[src/rtl/cvxif_group_dispatcher.sv]
// CV-X-IF command dispatcher: single-entry command holding register, credit-gated
// strobes toward the coprocessor group array, and an in-order result FIFO toward writeback.

module cvxif_group_dispatcher_chk #(
   parameter int CntW        = 3,
   parameter int ResultDepth = 4
) (
   input logic            clk_i,
   input logic            rst_ni,
   input logic            pick_push_i,
   input logic            done_i,
   input logic [CntW-1:0] count_i,
   input logic [1:0]      push_n_i,
   input logic            pop_i
);
   // Protocol and structural invariants of the dispatcher.
   always_ff @(posedge clk_i) begin
      if (rst_ni) begin
         assert (!(pick_push_i && done_i))
            else $error("pick push coincides with group done");
         assert ((int'(count_i) + int'(push_n_i) - int'(pop_i)) <= ResultDepth)
            else $error("result fifo overflow");
      end
   end
endmodule

module cvxif_group_dispatcher #(
   parameter int unsigned XLEN        = 64,
   parameter int unsigned OpcodeWidth = 4,
   parameter int unsigned InIdxWidth  = 3,
   parameter int unsigned OutIdxWidth = 3,
   parameter int unsigned IdWidth     = 4,
   parameter int unsigned ResultDepth = 4
) (
   input  logic                   clk_i,
   input  logic                   rst_ni,
   input  logic                   issue_valid_i,
   output logic                   issue_ready_o,
   input  logic [1:0]             issue_kind_i,
   input  logic [OpcodeWidth-1:0] issue_opcode_i,
   input  logic [IdWidth-1:0]     issue_id_i,
   input  logic [InIdxWidth-1:0]  issue_in_idx_i,
   input  logic [OutIdxWidth-1:0] issue_out_idx_i,
   input  logic [2*XLEN-1:0]      issue_data_i,
   output logic                   grp_exec_o,
   output logic [OpcodeWidth-1:0] grp_opcode_o,
   output logic [IdWidth-1:0]     grp_instr_id_o,
   output logic                   grp_in_data_vld_o,
   output logic [InIdxWidth-1:0]  grp_in_idx_o,
   output logic [2*XLEN-1:0]      grp_in_data_o,
   output logic                   grp_out_data_vld_o,
   output logic [OutIdxWidth-1:0] grp_out_idx_o,
   input  logic                   grp_busy_i,
   input  logic                   grp_invalid_i,
   input  logic                   grp_done_i,
   input  logic [XLEN-1:0]        grp_out_data_i,
   input  logic [IdWidth-1:0]     grp_instr_id_i,
   output logic                   res_valid_o,
   input  logic                   res_ready_i,
   output logic [IdWidth-1:0]     res_id_o,
   output logic [XLEN-1:0]        res_data_o,
   output logic                   res_exc_o
);
   localparam int PtrW  = $clog2(ResultDepth);
   localparam int CntW  = $clog2(ResultDepth + 1);
   localparam int UsedW = CntW + 1;
   localparam int EntW  = IdWidth + XLEN + 1;
   localparam logic [UsedW-1:0] DepthU = UsedW'(ResultDepth);

   localparam logic [1:0] KIND_FILL      = 2'd0;
   localparam logic [1:0] KIND_EXEC      = 2'd1;
   localparam logic [1:0] KIND_PICK      = 2'd2;
   localparam logic [1:0] KIND_FILL_EXEC = 2'd3;

   typedef enum logic [0:0] {HOLD_EMPTY = 1'b0, HOLD_FULL = 1'b1} hold_state_e;

   function automatic logic [PtrW-1:0] ptr_inc(input logic [PtrW-1:0] p);
      if (p == PtrW'(ResultDepth - 1)) ptr_inc = '0;
      else                             ptr_inc = p + PtrW'(1);
   endfunction

   hold_state_e            state_q, state_d;
   logic [1:0]             kind_q;
   logic [OpcodeWidth-1:0] opcode_q;
   logic [IdWidth-1:0]     id_q;
   logic [InIdxWidth-1:0]  in_idx_q;
   logic [OutIdxWidth-1:0] out_idx_q;
   logic [2*XLEN-1:0]      data_q;
   logic [CntW-1:0]        count_q, count_d, outst_q, outst_d;
   logic [PtrW-1:0]        wr_ptr_q, wr_ptr_d, rd_ptr_q, rd_ptr_d, wr_ptr1_s;
   logic [EntW-1:0]        mem_q [ResultDepth];

   logic             held_full_s, credit_ok_s, fire_s, accept_s;
   logic             exec_s, fill_s, pick_s, exc_s, pop_s;
   logic [1:0]       push_n_s;
   logic [UsedW-1:0] used_s;
   logic [EntW-1:0]  done_ent_s, exc_ent_s, wr0_ent_s, rd_ent_s;

   assign held_full_s = (state_q == HOLD_FULL);
   assign used_s      = UsedW'(count_q) + UsedW'(outst_q);
   assign credit_ok_s = (used_s < DepthU);

   // Fire decision, group strobes and holding-register next state.
   always_comb begin
      fire_s  = 1'b0;
      exec_s  = 1'b0;
      fill_s  = 1'b0;
      pick_s  = 1'b0;
      exc_s   = 1'b0;
      state_d = state_q;
      if (held_full_s) begin
         if (grp_invalid_i) begin
            fire_s = credit_ok_s;
            exc_s  = credit_ok_s;
         end else begin
            case (kind_q)
               KIND_FILL:      begin fire_s = 1'b1; fill_s = 1'b1; end
               KIND_PICK:      begin fire_s = credit_ok_s; pick_s = credit_ok_s; end
               KIND_EXEC:      begin fire_s = credit_ok_s && !grp_busy_i; exec_s = fire_s; end
               KIND_FILL_EXEC: begin
                  fire_s = credit_ok_s && !grp_busy_i;
                  exec_s = fire_s;
                  fill_s = fire_s;
               end
               default:        fire_s = 1'b0;
            endcase
         end
      end else begin
         fire_s = 1'b0;
      end
      issue_ready_o = !held_full_s || fire_s;
      accept_s      = issue_valid_i && issue_ready_o;
      if (accept_s)    state_d = HOLD_FULL;
      else if (fire_s) state_d = HOLD_EMPTY;
      else             state_d = state_q;
   end

   assign grp_exec_o         = exec_s;
   assign grp_in_data_vld_o  = fill_s;
   assign grp_out_data_vld_o = pick_s;
   assign grp_opcode_o       = held_full_s ? opcode_q  : '0;
   assign grp_instr_id_o     = held_full_s ? id_q      : '0;
   assign grp_in_idx_o       = held_full_s ? in_idx_q  : '0;
   assign grp_in_data_o      = held_full_s ? data_q    : '0;
   assign grp_out_idx_o      = held_full_s ? out_idx_q : '0;

   // Result FIFO bookkeeping; a done entry always lands ahead of a same-cycle exception entry.
   always_comb begin
      done_ent_s = {grp_instr_id_i, grp_out_data_i, 1'b0};
      exc_ent_s  = {id_q, {XLEN{1'b0}}, 1'b1};
      wr0_ent_s  = (exc_s && !grp_done_i) ? exc_ent_s : done_ent_s;
      push_n_s   = {1'b0, grp_done_i} + {1'b0, (pick_s || exc_s)};
      pop_s      = (count_q != '0) && res_ready_i;
      wr_ptr1_s  = ptr_inc(wr_ptr_q);
      count_d    = count_q + CntW'(push_n_s) - CntW'(pop_s);
      outst_d    = outst_q + CntW'(exec_s) - CntW'(grp_done_i);
      rd_ptr_d   = pop_s ? ptr_inc(rd_ptr_q) : rd_ptr_q;
      case (push_n_s)
         2'd0:    wr_ptr_d = wr_ptr_q;
         2'd1:    wr_ptr_d = wr_ptr1_s;
         2'd2:    wr_ptr_d = ptr_inc(wr_ptr1_s);
         default: wr_ptr_d = wr_ptr_q;
      endcase
   end

   // Holding register, counters and FIFO pointers.
   always_ff @(posedge clk_i) begin
      if (!rst_ni) begin
         state_q   <= HOLD_EMPTY;
         kind_q    <= '0;
         opcode_q  <= '0;
         id_q      <= '0;
         in_idx_q  <= '0;
         out_idx_q <= '0;
         data_q    <= '0;
         count_q   <= '0;
         outst_q   <= '0;
         wr_ptr_q  <= '0;
         rd_ptr_q  <= '0;
      end else begin
         state_q  <= state_d;
         count_q  <= count_d;
         outst_q  <= outst_d;
         wr_ptr_q <= wr_ptr_d;
         rd_ptr_q <= rd_ptr_d;
         if (accept_s) begin
            kind_q    <= issue_kind_i;
            opcode_q  <= issue_opcode_i;
            id_q      <= issue_id_i;
            in_idx_q  <= issue_in_idx_i;
            out_idx_q <= issue_out_idx_i;
            data_q    <= issue_data_i;
         end
      end
   end

   // FIFO storage; contents are masked on the read side while empty, so no reset needed.
   always_ff @(posedge clk_i) begin
      if (rst_ni && (push_n_s != 2'd0)) mem_q[wr_ptr_q]  <= wr0_ent_s;
      if (rst_ni && (push_n_s == 2'd2)) mem_q[wr_ptr1_s] <= exc_ent_s;
   end

   assign rd_ent_s    = mem_q[rd_ptr_q];
   assign res_valid_o = (count_q != '0);
   assign {res_id_o, res_data_o, res_exc_o} = res_valid_o ? rd_ent_s : '0;

   cvxif_group_dispatcher_chk #(.CntW(CntW), .ResultDepth(int'(ResultDepth))) u_chk (
      .clk_i       (clk_i),
      .rst_ni      (rst_ni),
      .pick_push_i (pick_s),
      .done_i      (grp_done_i),
      .count_i     (count_q),
      .push_n_i    (push_n_s),
      .pop_i       (pop_s)
   );
endmodule

[config.mk]
export PLATFORM = sky130hd
export DESIGN_NAME = cvxif_group_dispatcher
export DESIGN_NICKNAME = d
export VERILOG_FILES = /design/src/rtl/cvxif_group_dispatcher.sv
export SDC_FILE = /design/constraint.sdc
export NUM_CORES = 1
export LEC_CHECK = 0
export BUFFER_PORTS_ARGS = -buffer_cell sky130_fd_sc_hd__clkbuf_2
export CAP_MARGIN = 40
export CORE_AREA = 2 2 232 234
export CTS_CLUSTER_SIZE = 8
export DETAILED_ROUTE_END_ITERATION = 6
export DIE_AREA = 0 0 234 236
export PLACE_DENSITY_LB_ADDON = 0.15
export RECOVER_POWER = 25
export SLEW_MARGIN = 10
export SYNTH_ARGS = -nofsm -noshare
export SYNTH_HDL_FRONTEND = slang
export SYNTH_SLANG_ARGS = --single-unit
[constraint.sdc]
create_clock -name clk_i -period 5.17 [get_ports clk_i]
set_input_delay 0 -clock clk_i [delete_from_list [all_inputs] [get_ports clk_i]]
set_output_delay 0 -clock clk_i [all_outputs]
set_load 0.02 [all_outputs]
==> results of run 1 <==
[placed cells by master, fill, tap and decap left out, types with 4 or more instances in the layout]
master           n
o311ai_1        10
and2_0          29
and2_1         189
nand2_1        258
dlygate4sd3_1  215
xnor2_1          5
inv_1           26
a21oi_1          5
mux4_2          69
edfxtp_1        16
o311ai_0       134
buf_12           5
and3_1         106
clkbuf_2       389
a41oi_1         40
dfxtp_1        415
a22o_1         272
nor2_1          43
clkbuf_16       61
clkbuf_1        60
ha_1            21
nand4_1         40
buf_16           7
a2bb2oi_1      104
nand3_1          4
buf_4           12
[metal layers]
metal  vias up  share of wire [%]
li1       8800                  -
met1      9150                 42
met2       611                 48
met3       103                7.4
met4         4                2.6
met5         -              0.033
[where the power goes]
part           switching [mW]  internal [mW]  leakage, nW  total, mW
combinational            2.36           2.12         6.87       4.49
sequential              0.671           4.57         3.63       5.24
clock                    1.45           2.11        0.795       3.56
total                    4.49           8.80         11.3       13.3
[critical path: stages (launching register included)]
cell,delay [ns]
dfxtp_1,1.39
clkbuf_2,1.15
mux4_2,0.39
and2_1,0.18
clkbuf_1,0.26
[final cells by class]
class,count,area [um^2]
well taps,696,871
multi-input cells,1367,10600
inverters,26,97.6
diodes,3,7.51
clock buffers,73,1580
repair buffers,679,4690
flip-flops and latches,433,8840
clock inverters,2,60.1
fillers,4920,26300
[registers in the layout (all words and copies together) (netlist names), 3 cells and up, named ones only]
signal / cells
mem_q: 276
data_q: 128
id_q: 4
opcode_q: 4
count_q: 3
in_idx_q: 3
out_idx_q: 3
outst_q: 3
[logic make-up (layout without fill, tap and decap cells)]
kind of cell,Yosys count,after routing
AOI/OAI and AO/OA,583,583
buffers and inverters,259,780
DFF,433,433
and+or+nand+nor,687,687
xor gates and xnor gates,5,5
adders and majority gates,23,23
other,0,3
muxes,69,69
[through the flow]
| step | instance area, um^2 | hold slack [ns] | util (%) | total power [mW] | worst slack, ns |
|---|---|---|---|---|---|
| global placement | 22800 | 0.264 | 43.0 | 9.56 | 1.42 |
| detailed placement | 23100 | 0.277 | 43.4 | 9.73 | 1.43 |
| finish | 26700 | 0.0847 | 50.4 | 13.3 | 1.13 |
| floorplan | 20400 | 0.0817 | - | 8.43 | 2.04 |
| global route | 26700 | 0.120 | 50.4 | 14.1 | 0.827 |
| CTS | 26800 | 0.00434 | 50.6 | 13.5 | 1.44 |
[repair_timing]
item                      in CTS  in global routing
hold endpoints to repair     421                  0
buffers inserted               0                  0
hold buffers                 215                  0
[worst paths after layout]
| path | cells after the start | start | slack (ns) | endpoint |
|---|---|---|---|---|
| min reg2reg | 2 | mem_q[0][0] | 0.45 | mem_q[0][0] |
| max | 4 | flip-flop | 1.13 | res_data_o[8] |
| max reg2reg | 6 | outst_q[2] | 1.25 | data_q[38] |
| min | 4 | grp_invalid_i | 0.08 | outst_q[0] |
==> results.txt, run 1 <==
- For this configuration, the core starts out at a cell density of 38.5%.
- Number of placed I/O pins: 435
- Antenna-violating nets left: 0
- The clock drives 433 sinks.
* Cell area power density: 497 nW/um^2
* Total number of yosys warnings: 0
* Final routed wirelength across all metal layers: 63400 um
- Number of unique standard cell types used by synthesis: 41
- Yosys mapped a number of flops with a built-in enable equal to 16.
* Most numerous cell types in the synthesized netlist: dfxtp_1 (417), a22o_1 (272), nand2_1 (258), and2_1 (221), clkbuf_1 (190)
* # rows: 85
- Global route hottest layer: met2
- Of the post-synthesis cell area, the dominant cell type holds 40.8%.
- For this run, the number of standard cells in the final layout without fillers is 3279.
- Final period util: 78.2%
* Violations in the final reports: max-capacitance violations, max-slew violations
- The final number of max-transition violations is 71.
- Number of setup violations in the final report: 0
* Accumulated negative setup slack: 0 ns
* Post-synthesis cell type with the largest combined area: dfxtp_1
- Placed instance count: 2986
- After Yosys synthesis, full adders, half adders and majority gates account for 1.48% of the synthesized area.
- In the post-synthesis netlist, the cell with the most instances is dfxtp_1.
- TritonCTS clock tree: done
* Run status: finished, violations left
- Final Net Count: 2809
* Worst Path Max Fanout: 41
- After synthesis, the largest family of logic cells by area is compound AO/OA/AOI/OAI gates.
- After detailed routing, the number of vias per cell comes to 5.69.
- H-tree levels: 2
* RSZ-0062 raised after global routing: no
- Width of the chip: 234 um
* Via count: 18.7k
- STA puts the critical path data required time at 5.17 ns.
- The critical path is of the flip-flop to primary output type.
- Initial DRC count: 1150
- Of the total synthesized cell area, the portion taken by XOR and XNOR cells is 0.214%.
- Synthesized netlist net count: 2301
* Post-synth top flop: dfxtp_1
- Detailed placement finished with a half-perimeter wire length of 37700 um.
* Simple logic cell fraction of the synthesized area: 17.4%
- Number of endpoints with negative hold slack in the final report: 0
- Clock period minus final worst setup slack: 4.04 ns
- Master cell of the clock root buffer: clkbuf_16
- Post-synthesis instance total: 2059
* Die Ht: 236 um
- In the synthesized netlist, mux cells make up 7.60% of the area.
- Die Footprint: 55200 um^2
- Area growth from synthesis to layout: 30.7%
- Critical path data arrival time: 4.04 ns
- Placer Congestion: 0.766
- After detailed routing, the average wire length per cell comes to 19.3 um.
- After detailed routing, the number of remaining DRC violations is 0.
- Yosys attributes the largest share of cell area to dfxtp_1 (41%), a22o_1 (12%), mux4_2 (7.6%), and2_1 (6.8%), o311ai_0 (5.3%).
- Total global-route track usage: 22.5%
- Register area share after synthesis: 43.2%
- Transition at the pin with the smallest max-transition slack: 1.61 ns
* Global-route track usage on met1: 28.6%
* Number of synthesized register bits: 433
- Largest net degree at the start of global routing: 290
- Post-synth design cell area: 20400 um^2
- Across the VDD grid, the largest voltage drop is 0.296 mV.
- Mean Syn Cell Area: 9.93 um^2
* Insertion delay to the later sink of the worst-skew pair: 0.62 ns
- Layout cell share with drive strength beyond 1: 21.8%
- TritonRoute pass-1 iters: 5
- Global routing used 5.81% of the available met3 tracks.
* Number of antenna violations at the first check in global routing: 5
- In this run the worst hold path is classified as input port to flip-flop.
- Clock tree synthesis inserted a total of 60 buffers.
- The synthesized netlist devotes 24.8% of its cell area to compound gates.
* Static leakage: 11.3 nW
- Worst slew margin relative to its limit: -7.73%
- Reported max-cap violation count: 2
- Global-route wire length before repair: 102000 um
- Number of port buffers: 434
* Async set or reset register ratio after synthesis: 0%
- Timing would allow up to 247 MHz.
- Remaining global-route overflow: 0
- Post-CTS resize count: 0
* Reg clk slew, reported paths: 0.05 ns
- Critical path capture point type: primary output
- Maximum count of clock buffers along a single path: 3
* Met2 Track Usage GR: 37.4%
- Floorplan Core Area: 53100 um^2
- The number of global-route vias before repair was 19.0k.
* Setup crit start kind: flip-flop
* Final Skew: 0.0378 ns
(Power assumes the default switching activity.)
==> run 2, diff against run 1 <==
==> constraint.sdc (replaced) <==
create_clock -name clk_i -period 3.3 [get_ports clk_i]
set_input_delay 0 -clock clk_i [delete_from_list [all_inputs] [get_ports clk_i]]
set_output_delay 0 -clock clk_i [all_outputs]
set_load 0.02 [all_outputs]
==> results.txt, run 2 (synthesized netlist as in run 1, its figures left out) <==
* Run status: finished, final reports clean (was finished, violations left)
- Register with the most flip-flops: mem_q (unchanged)
- Number of max-slew violations in the final report: 0 (was 71)
- Worst R2R Start: count_q[2] (was outst_q[2])
* Critical path start-end classification: flip-flop to flip-flop (was flip-flop to primary output)
- The worst clock skew was 0.0425 ns (was 0.0378 ns).
* Maximum count of clock buffers along a single path: 3 (unchanged)
- The share of final-layout standard cells stronger than drive strength 1 is 23.3% (was 21.8%).
- The clock insertion delay at the later pin of the skew report is 0.63 ns (was 0.62 ns).
- Most frequent standard cell in the layout excluding fill and tap cells: dfxtp_1 (unchanged)
- The end point of the critical path was count_q[2] (was res_data_o[8]).
- Master cell of the clock root buffer: clkbuf_16 (unchanged)
- The clock-pin slew reported for the worst setup and hold paths after clock tree synthesis came to 0.06 ns (was 0.05 ns).
* Cell count along the critical path: 13 (was 4)
- The worst-case headroom to the max-slew limit came to 3.44% (was -7.73%).
* Detail-routed via count per cell: 5.66 (was 5.69)
- The worst path uses 95.1% of the clock period.
* Number of port buffers: 434 (unchanged)
* Total global-route track usage: 22.5% (about the same)
* Reported max-cap violation count: 0 (was 2)
- The design area was 27100 um^2 (was 26700 um^2).
* Routed wire per std cell: 19.3 um (about the same)
- The path class of the lowest-slack min-delay path is input port to flip-flop (unchanged).
* Accumulated negative setup slack: 0 ns (unchanged)
- TritonCTS clock tree: done (unchanged)
- Cell area power density: 774 nW/um^2 (was 497 nW/um^2)
* Number of setup violations in the final report: 0 (unchanged)
* Final routed wirelength across all metal layers: 63800 um (was 63400 um)
- Initial DRC count: 1210 (was 1150)
* Worst hold-check slack: 0.0575 ns (was 0.0847 ns)
- Highest achievable clock rate: 319 MHz
- Die Ht: 236 um (unchanged)
* Clock Sinks: 433 (unchanged)
- Via count: 18.7k (about the same)
- The maximum fanout encountered on the critical timing path came to 3 (was 41).
- The first-pass iteration count of the detailed router came to 5 (unchanged).
- Area of the multi-input gates: 10600 um^2 (about the same)
- The largest incremental delay on the critical path was 0.43 ns (was 1.39 ns).
- Core utilization of the finished layout: 51.0% (was 50.4%)
- By instance count, the cell type seen most on the critical path is ha_1.
- Antenna-violating nets left: 0 (unchanged)
* Via count of the first global-routing pass: 18.6k (was 19.0k)
* Die Footprint: 55200 um^2 (unchanged)
- Worst vdd ir: 0.496 mV (was 0.296 mV)
- # rows: 85 (unchanged)
* Leading cell types in the layout, fill and taps excluded: dfxtp_1 (414), clkbuf_2 (406), a22o_1 (272) (was dfxtp_1 (415), clkbuf_2 (389), a22o_1 (272))
- DP HPWL: 38300 um (was 37700 um)
- Number of buffers added by the clock tree synthesis step: 60 (unchanged)
* Remaining global-route overflow: 0 (unchanged)
* Global-route wire length before repair: 102000 um (about the same)
- The number of antenna violations at the first check in global routing is 7 (was 5).
- The area overhead of the layout relative to synthesis was 32.4% (was 30.7%).
- Placed instance count: 3003 (was 2986)
- Final Net Count: 2829 (was 2809)
- The endpoint arrival time on the critical path was 3.62 ns (was 4.04 ns).
* Critical Path Source: count_q[2]
- Internal reg-to-reg setup slack: 0.16 ns (was 1.25 ns)
- The transition time at the pin with the least slew margin was 1.45 ns (was 1.61 ns).
- Cell Chain, Critical Path: ha_1, or3_4, nor2_2, nand2_1, or2_2, ha_1, inv_1, ha_1, inv_1, ha_1, fa_1, xnor2_1, and2_1 (was clkbuf_2, mux4_2, and2_1, clkbuf_1)
* RSZ-0062 raised after global routing: no (unchanged)
* Post-CTS Repair Setup Buffers: 0 (unchanged)
- The required time at the endpoint of the critical path was 3.78 ns (was 5.17 ns).
- Cell type group with the largest total delay on the critical path: adder cells (was buffers and inverters)
* Number of placed I/O pins: 435 (unchanged)
- Clock period minus final worst setup slack: 3.14 ns
* H-tree levels: 2 (unchanged)
- The horizontal extent of the die is 234 um (unchanged).
* Placer Congestion: 0.762 (was 0.766)
* Critical path capture point type: flip-flop (was primary output)
* Post-route non-filler standard cell count: 3297 (was 3279)
- Critical-path cell with the highest stage delay: fa_1 (was dfxtp_1)
- Number of cells on the worst reg-to-reg path: 13 (was 6)
- The effective utilization at floorplan came to 38.5% (unchanged).
- Register area: 8840 um^2 (about the same)
* Remaining DRCs: 0 (unchanged)
- Static leakage: 11.5 nW (was 11.3 nW)
* Floorplan Core Area: 53100 um^2 (unchanged)
* Number of endpoints with negative hold slack in the final report: 0 (unchanged)
- Setup crit start kind: flip-flop (unchanged)
- Number of filler instances in the final layout: 4819 (was 4920)
* Post-DP Area: 23300 um^2 (was 23100 um^2)
* Max reg flops: 276 (unchanged)
- The count of buffering cells on the critical path with inverters included came to 2 (unchanged).
- Largest registers ranked by flip-flop count: mem_q: 276 flops, data_q: 128 flops (unchanged)
- Crit Reg-Reg Endpoint: count_q[2] (was data_q[38])
- Largest net degree at the start of global routing: 206 (was 290)
[run 2: layout make-up]
cell class / count / area share (%)
well taps: 696 / 3.22
repair buffers: 699 / 18.6
clock buffers: 68 / 5.66
multi-input cells: 1367 / 39.1
inverters: 26 / 0.361
diodes: 4 / 0.0370
clock inverters: 4 / 0.393
flip-flops and latches: 433 / 32.7
[run 2: worst min-delay path by stage]
stage	depth (start not counted)	end	slack (ns)	startpoint
global route	4	outst_q[0]	0.07	grp_invalid_i
finish	4	outst_q[0]	0.06	grp_invalid_i
CTS	4	outst_q[0]	0.01	grp_invalid_i
detailed placement	2	mem_q[0][48]	0.27	grp_out_data_i[47]
global placement	3	data_q[22]	0.27	issue_data_i[22]
floorplan	1	grp_out_data_vld_o	0.08	grp_invalid_i
[run 2: power breakdown]
part | switching (mW) | leakage, nW | internal, mW
logic | 3.73 | 7.05 | 3.41
clock network | 2.30 | 0.793 | 3.30
registers | 1.04 | 3.63 | 7.16
[run 2: stage by stage]
step | power [mW] | setup slack, ns
floorplan | 13.2 | 0.173
global placement | 15.1 | 0.148
detailed placement | 15.3 | 0.118
CTS | 21.3 | 0.0906
global route | 22.2 | 0.00616
finish | 20.9 | 0.163
[run 2: metal layers]
metal  wire length [um]  track usage, %  up-vias  part of all wire (%)
met5                 29               0        -                 0.045
met4               1390            6.31        6                   2.2
met3               4430            5.88      110                   6.9
met2              30300            36.6      532                    47
met1              27700            29.2     9161                    43
li1                   -               -     8856                     -
[run 2: what timing repair did]
| action | 4_1_cts | 5_1_grt |
|---|---|---|
| hold buffers | 216 | 1 |
| endpoints found under the hold margin | 426 | 10 |
| resized for setup | 0 | 1 |
| setup endpoints to repair | 0 | 68 |
[run 2: tightest hold or removal path: stages]
cell,delay [ns]
clkbuf_2,0.18
nor3_1,0.10
ha_1,0.26
and2_1,0.10
